## src/rtl/seq_pkg.sv

```systemverilog
`default_nettype none
// ============================================================================
// Module   : seq_pkg
// Brief    : Shared types and constants for the vector sequencer: FSM state
//            encoding, captured-vector record and the masked compare helper.
// Revision : 1.0 - initial release
// ============================================================================
package seq_pkg;

    localparam int SETTLE_CYCLES_DEFAULT = 10;
    localparam int VEC_W                 = 24;

    typedef enum logic [2:0] {
        IDLE   = 3'd0,
        FETCH  = 3'd1,
        APPLY  = 3'd2,
        SETTLE = 3'd3,
        SAMPLE = 3'd4,
        REPORT = 3'd5,
        DONE   = 3'd6
    } state_t;

    // One captured vector: stimulus {a,b,c}, expected {a,b,c}, compare mask, last flag
    typedef struct packed {
        logic [VEC_W-1:0] stim;
        logic [VEC_W-1:0] expected;
        logic [VEC_W-1:0] mask;
        logic             last;
    } vec_t;

    // True when any bit selected by the mask differs between response and expectation
    function automatic logic compare_masked(input logic [VEC_W-1:0] got,
                                            input logic [VEC_W-1:0] exp_val,
                                            input logic [VEC_W-1:0] mask);
        return |((got ^ exp_val) & mask);
    endfunction

endpackage
`default_nettype wire

```

## src/rtl/settle_timer.sv

```systemverilog
`default_nettype none
// ============================================================================
// Module   : settle_timer
// Brief    : Down-counter for the settle wait. 'load' presets the counter to
//            'count'; 'expired' flags the final waiting cycle (remaining <= 1)
//            so the FSM can leave on the following edge.
// Revision : 1.0 - initial release
// ============================================================================
module settle_timer (
    input  logic       clk,
    input  logic       rst,
    input  logic       load,
    input  logic [7:0] count,
    output logic       expired
);

    logic [7:0] r_remaining;

    // Preset on load, otherwise count down and rest at zero
    always_ff @(posedge clk or posedge rst) begin
        if (rst) begin
            r_remaining <= 8'd0;
        end else if (load) begin
            r_remaining <= count;
        end else if (r_remaining != 8'd0) begin
            r_remaining <= r_remaining - 8'd1;
        end
    end

    assign expired = (r_remaining[7:1] == 7'd0);

endmodule
`default_nettype wire

```

## src/rtl/vector_sequencer.sv

```systemverilog
`default_nettype none
// ============================================================================
// Module   : vector_sequencer
// Brief    : Applies stored test vectors to a chip under test, waits a fixed
//            settle time, samples the response, compares against expectation
//            and reports each result through a valid/ready handshake.
//            Optional feature macro: SEQ_MASK_EN adds a per-vector 24-bit
//            compare mask input (exp_mask); without it every bit is compared.
// Revision : 1.0 - initial release
// ============================================================================
module vector_sequencer
    import seq_pkg::*;
#(
    parameter int SETTLE_CYCLES = SETTLE_CYCLES_DEFAULT,
    parameter int IDX_W         = 8
) (
    input  logic             clk,
    input  logic             rst,
    input  logic             start,
    output logic             busy,
    output logic             done,
    output logic             pass,
    input  logic             vec_valid,
    output logic             vec_ready,
    input  logic [7:0]       vec_ain,
    input  logic [7:0]       vec_bin,
    input  logic [7:0]       vec_cin,
    input  logic [7:0]       exp_aout,
    input  logic [7:0]       exp_bout,
    input  logic [7:0]       exp_cout,
`ifdef SEQ_MASK_EN
    input  logic [23:0]      exp_mask,
`endif
    input  logic             vec_last,
    output logic [7:0]       ain,
    output logic [7:0]       bin,
    output logic [7:0]       cin,
    input  logic [7:0]       aout,
    input  logic [7:0]       bout,
    input  logic [7:0]       cout,
    output logic             res_valid,
    input  logic             res_ready,
    output logic             res_mismatch,
    output logic [IDX_W-1:0] res_index,
    output logic [23:0]      res_got,
    output logic [7:0]       fail_count
);

    generate
        if (SETTLE_CYCLES < 1 || SETTLE_CYCLES > 255) begin : g_bad_settle
            $error("vector_sequencer: SETTLE_CYCLES must be in 1..255");
        end
    endgenerate

    // SETTLE occupies SETTLE_CYCLES-1 cycles; with a value of 1 it is skipped
    localparam logic [7:0] c_settle_load = 8'(SETTLE_CYCLES - 1);
    localparam logic       c_skip_settle = (SETTLE_CYCLES == 1);

    state_t           r_state;
    state_t           w_next;
    vec_t             r_vec;
    logic [IDX_W-1:0] r_index;
    logic [23:0]      w_mask;
    logic [23:0]      w_got;
    logic             w_mismatch;
    logic             w_capture;
    logic             w_start_ok;
    logic             w_timer_load;
    logic             w_timer_expired;

`ifdef SEQ_MASK_EN
    assign w_mask = exp_mask;
`else
    assign w_mask = 24'hFF_FFFF;
`endif

    assign w_got        = {aout, bout, cout};
    assign w_mismatch   = compare_masked(w_got, r_vec.expected, r_vec.mask);
    assign w_capture    = (r_state == FETCH) && vec_valid;
    assign w_start_ok   = ((r_state == IDLE) || (r_state == DONE)) && start;
    assign w_timer_load = (r_state == APPLY);

    settle_timer u_settle_timer (
        .clk     (clk),
        .rst     (rst),
        .load    (w_timer_load),
        .count   (c_settle_load),
        .expired (w_timer_expired)
    );

    // State register
    always_ff @(posedge clk or posedge rst) begin
        if (rst) begin
            r_state <= IDLE;
        end else begin
            r_state <= w_next;
        end
    end

    // Next-state logic
    always_comb begin
        w_next = r_state;
        case (r_state)
            IDLE, DONE: if (start)           w_next = FETCH;
            FETCH:      if (vec_valid)       w_next = APPLY;
            APPLY:      w_next = c_skip_settle ? SAMPLE : SETTLE;
            SETTLE:     if (w_timer_expired) w_next = SAMPLE;
            SAMPLE:     w_next = REPORT;
            REPORT:     if (res_ready)       w_next = r_vec.last ? DONE : FETCH;
            default:    w_next = IDLE;
        endcase
    end

    // Vector capture, response sampling, fail counting and index tracking
    always_ff @(posedge clk or posedge rst) begin
        if (rst) begin
            r_vec        <= '0;
            r_index      <= '0;
            res_index    <= '0;
            res_got      <= 24'd0;
            res_mismatch <= 1'b0;
            fail_count   <= 8'd0;
        end else begin
            if (w_start_ok) begin
                r_index    <= '0;
                fail_count <= 8'd0;
            end
            if (w_capture) begin
                r_vec.stim     <= {vec_ain, vec_bin, vec_cin};
                r_vec.expected <= {exp_aout, exp_bout, exp_cout};
                r_vec.mask     <= w_mask;
                r_vec.last     <= vec_last;
            end
            if (r_state == SAMPLE) begin
                res_got      <= w_got;
                res_mismatch <= w_mismatch;
                res_index    <= r_index;
                if (w_mismatch && (fail_count != 8'hFF)) begin
                    fail_count <= fail_count + 8'd1;
                end
            end
            if ((r_state == REPORT) && res_ready && !r_vec.last) begin
                r_index <= r_index + 1'b1;
            end
        end
    end

    // Chip drive comes straight from the captured stimulus, so it changes only on capture
    assign ain = r_vec.stim[23:16];
    assign bin = r_vec.stim[15:8];
    assign cin = r_vec.stim[7:0];

    assign vec_ready = (r_state == FETCH);
    assign res_valid = (r_state == REPORT);
    assign busy      = (r_state == FETCH)  || (r_state == APPLY)  || (r_state == SETTLE) ||
                       (r_state == SAMPLE) || (r_state == REPORT);
    assign done      = (r_state == DONE);
    assign pass      = (r_state == DONE) && (fail_count == 8'd0);

endmodule
`default_nettype wire

```

## config.mk

```make
export PLATFORM = sky130hd
export DESIGN_NAME = vector_sequencer
export DESIGN_NICKNAME = d
export VERILOG_FILES = /design/src/rtl/seq_pkg.sv /design/src/rtl/settle_timer.sv /design/src/rtl/vector_sequencer.sv
export SDC_FILE = /design/constraint.sdc
export NUM_CORES = 1
export LEC_CHECK = 0
export ABC_AREA = 1
export ABC_CLOCK_PERIOD_IN_PS = 8380
export CAP_MARGIN = 20
export CORE_MARGIN = 8
export CORE_UTILIZATION = 45
export CTS_BUF_LIST = sky130_fd_sc_hd__clkbuf_4
export DETAILED_ROUTE_END_ITERATION = 6
export PLACE_DENSITY = 0.78
export SETUP_SLACK_MARGIN = 0.4
export SYNTH_ARGS = -nofsm -noshare
export SYNTH_HDL_FRONTEND = slang
export SYNTH_SLANG_ARGS = --single-unit
```

## constraint.sdc

```tcl
create_clock -name clk -period 8.38 [get_ports clk]
set_clock_uncertainty 0.2 [all_clocks]
set_input_delay 0.838 -clock clk [delete_from_list [all_inputs] [get_ports clk]]
set_output_delay 0.838 -clock clk [all_outputs]
set_load 0.005 [all_outputs]
```

==> reports/metrics.yaml <==
run_status:
  status: "finished, final reports clean"
global_routing:
  grt_use_total_pct: 17.8
  grt_pass1_vias: 4813
  grt_max_degree: 74
  grt_overflow_total: 0
  antenna_found_initial: 1
  grt_first_pass_wirelength_um: 23400
floorplanning:
  dieArea_sq_mm: 0.0160
  fp-row-count: 40
  start_util_pct: 45.8
  ios: 148
  die_x_um: 126
  die_h_um: 126
  core_area_sq_mm: 0.0120
setup_path:
  crit_path_end_kind: "primary output"
  worst-path-buf-inv: 2
  crit_path_cell_trace: "inv_2 -> nand2_1 -> nor2_1 -> nand4_1 -> nor4_1 -> clkdlybuf4s50_1"
  required_ps: 7340
  slowest_delay_ps: 580
  crit_type: "register to primary output"
  critical_path.top_delay_family: "buffers and inverters"
  worst_path_max_delay_cell: "clkdlybuf4s50_1"
  startpoint_type: "register"
  path_max_fanout: 4
  arrival_ps: 2250
synthesis:
  ys_types: 36
  ys_warn_count: 0
  synth.most_common_cell: "nand2_1"
  synth_nets: 747
  ys_top_cells_by_area: "dfrtp_1, nand2_1, inv_1"
  synth_top_area_share_pct: 50.3
  async_flop_share_pct: 100
  synth_top_cells_by_count: "nand2_1, dfrtp_1, inv_1, nor2_1, o21ai_0"
  syn_avg_cell_area_sq_um: 8.25
  synth.ff_latch_count: 110
  synth_edf_count: 0
  syn_area_sq_mm: 0.00548
  synth_seq_area_share_pct: 50.3
  yosysTopAreaCell: "dfrtp_1"
  ys.flop_type: "dfrtp_1"
  synthCells: 664
route:
  ant_nets: 0
  drt_first_iter_violations: 312
  via_per_inst: 4.93
  wl_um: 14100
  wire_per_inst_um: 15.1
  vias: 4608
  route.detailed.drc: 0
  dr.pass1.iters: 5
timing:
  finalSetupViolations: 0
  worst_slew_pin_slew_ps: 934
  grt_setup_unrepaired: "no"
  finalHoldViolations: 0
  fmax_ghz: 0.304
  fin_crit_ps: 3290
  slew_headroom_pct: 37.8
  slew_viol_final: 0
  tns_ps: 0
  fin_crit_sh_pct: 39.2
clock_network:
  cts_sinks: 110
  cts_buffers: 9
  cts_tree: "built"
  htreeDepth: 3
  cts_resized: 0
  holdBufCountCts: 0
  clockBufferDepth: 2
  post_cts_buffers: 0
  cts.clk_slew.worst_paths_ps: 150
  root_buffer: "clkbuf_4"
  clk_latency_ps: 450
place:
  post-dp-hpwl_um: 10600
  gp_congestion: 0.811
  placed_cells: 918
  dpl_cell_area_sq_mm: 0.00686
  portBuffers: 147
cells_and_area:
  fillers: 1052
  multi_input_area_sq_mm: 0.00211
  fin_nets: 865
  ff_latch_area_sq_mm: 0.00275
  syn2layout_area_growth_pct: 28.1
  final_cell_area_sq_mm: 0.00701
  layout-drive-gt1-share_pct: 6.62
  final_cells: 934
power_and_ir_drop:
  p_sw_share_pct: 35.6
  pwr-share-comb_pct: 44.3
  p_seq_share_pct: 41.7
  pwr_density_cell_mw_per_mm2: 302
  finalPower_mw: 2.12
  p_leak_nw: 3.42
  clock_power_share_pct: 13.9
  p_sw_mw: 0.753
  peakVddDrop_v: 0.000225
  intPower_mw: 1.36
hold_path:
  hold_class: "register to register"
flow_run:
  max-cap-violations: 0
-- registers in the layout (all words and copies together) (netlist names), 8 cells and up --
register and cells:
ain 8, bin 8, cin 8, fail_count 8, r_index 8, r_vec 26
res_got 24, res_index 8, u_settle_timer.r_remaining 8
-- final cells by class --
cell class,instances,area share (%)
well taps,147,2.62
clock inverters,4,1.03
diodes,1,0.0357
flip-flops and latches,110,39.3
inverters,88,4.75
repair buffers,148,21.1
clock buffers,11,1.18
multi-input cells,425,30.0
-- power by group through the flow --
stage / sequential, mW / clock, mW / combinational, mW
after global placement: 0.879 / 0 / 0.912
after CTS: 0.882 / 0.303 / 0.953
after detailed placement: 0.894 / 0 / 0.949
final: 0.884 / 0.295 / 0.939
after global routing: 0.910 / 0.320 / 1.05
after floorplan: 0.866 / 0 / 0.588
-- placed cells by master (no fill, tap or decap), types with 2 or more instances in the layout --
| cell | n |
|---|---|
| a21oi_1 | 28 |
| inv_2 | 3 |
| nor3_1 | 12 |
| xnor2_1 | 2 |
| mux2_2 | 24 |
| nor2_4 | 2 |
| clkbuf_4 | 11 |
| clkdlybuf4s50_1 | 147 |
| xor2_1 | 4 |
| clkinv_1 | 2 |
| bufinv_16 | 2 |
| ha_1 | 5 |
| nand2_4 | 2 |
| mux2i_1 | 2 |
| inv_1 | 83 |
| dfrtp_1 | 110 |
| o21ai_1 | 4 |
| nand3_1 | 16 |
| o21ai_0 | 40 |
| nand4_1 | 7 |
| nand2_1 | 193 |
| nor2_1 | 71 |
-- logic make-up after synthesis --
group,share of synthesized area [%]
buf+inv,11.3
fa+ha+maj,1.14
compound gates,7.29
flops,50.3
xor+xnor,0.960
mux,5.78
simple gates,23.3
-- metrics by stage --
| stage | hold WS (ps) | setup WS (ps) | util, % |
|---|---|---|---|
| floorplan | 246 | 4440 | - |
| global placement | 259 | 5640 | 57.3 |
| detailed placement | 267 | 5600 | 57.3 |
| CTS | 298 | 5060 | 58.6 |
| global route | 330 | 4940 | 58.6 |
| finish | 293 | 5090 | 58.6 |
-- layer usage --
metal / global-route usage, % / part of all wire [%]
met2: 30.7 / 49
met3: 3.39 / 4.6
met5: 0 / 0
met4: 6.37 / 1.6
met1: 21.8 / 45
-- worst min-delay path: cells and delay by family (launching register included) --
kind	cells	cell delay [ps]
simple gates	2	100
flops	1	370
-- final timing paths --
check / start / end / slack [ps] / depth (start not counted)
hold / removal: res_got[23] / res_got[23] / 290 / 2
max in group asynchronous: rst / r_vec[1] / 6190 / 3
setup reg to reg: r_state[1] / fail_count[7] / 6150 / 8
min in group asynchronous: rst / res_got[11] / 670 / 2
setup / recovery: r_state[0] / pass / 5090 / 6
hold reg to reg: res_got[23] / res_got[23] / 290 / 2
(Power assumes the default switching activity.)
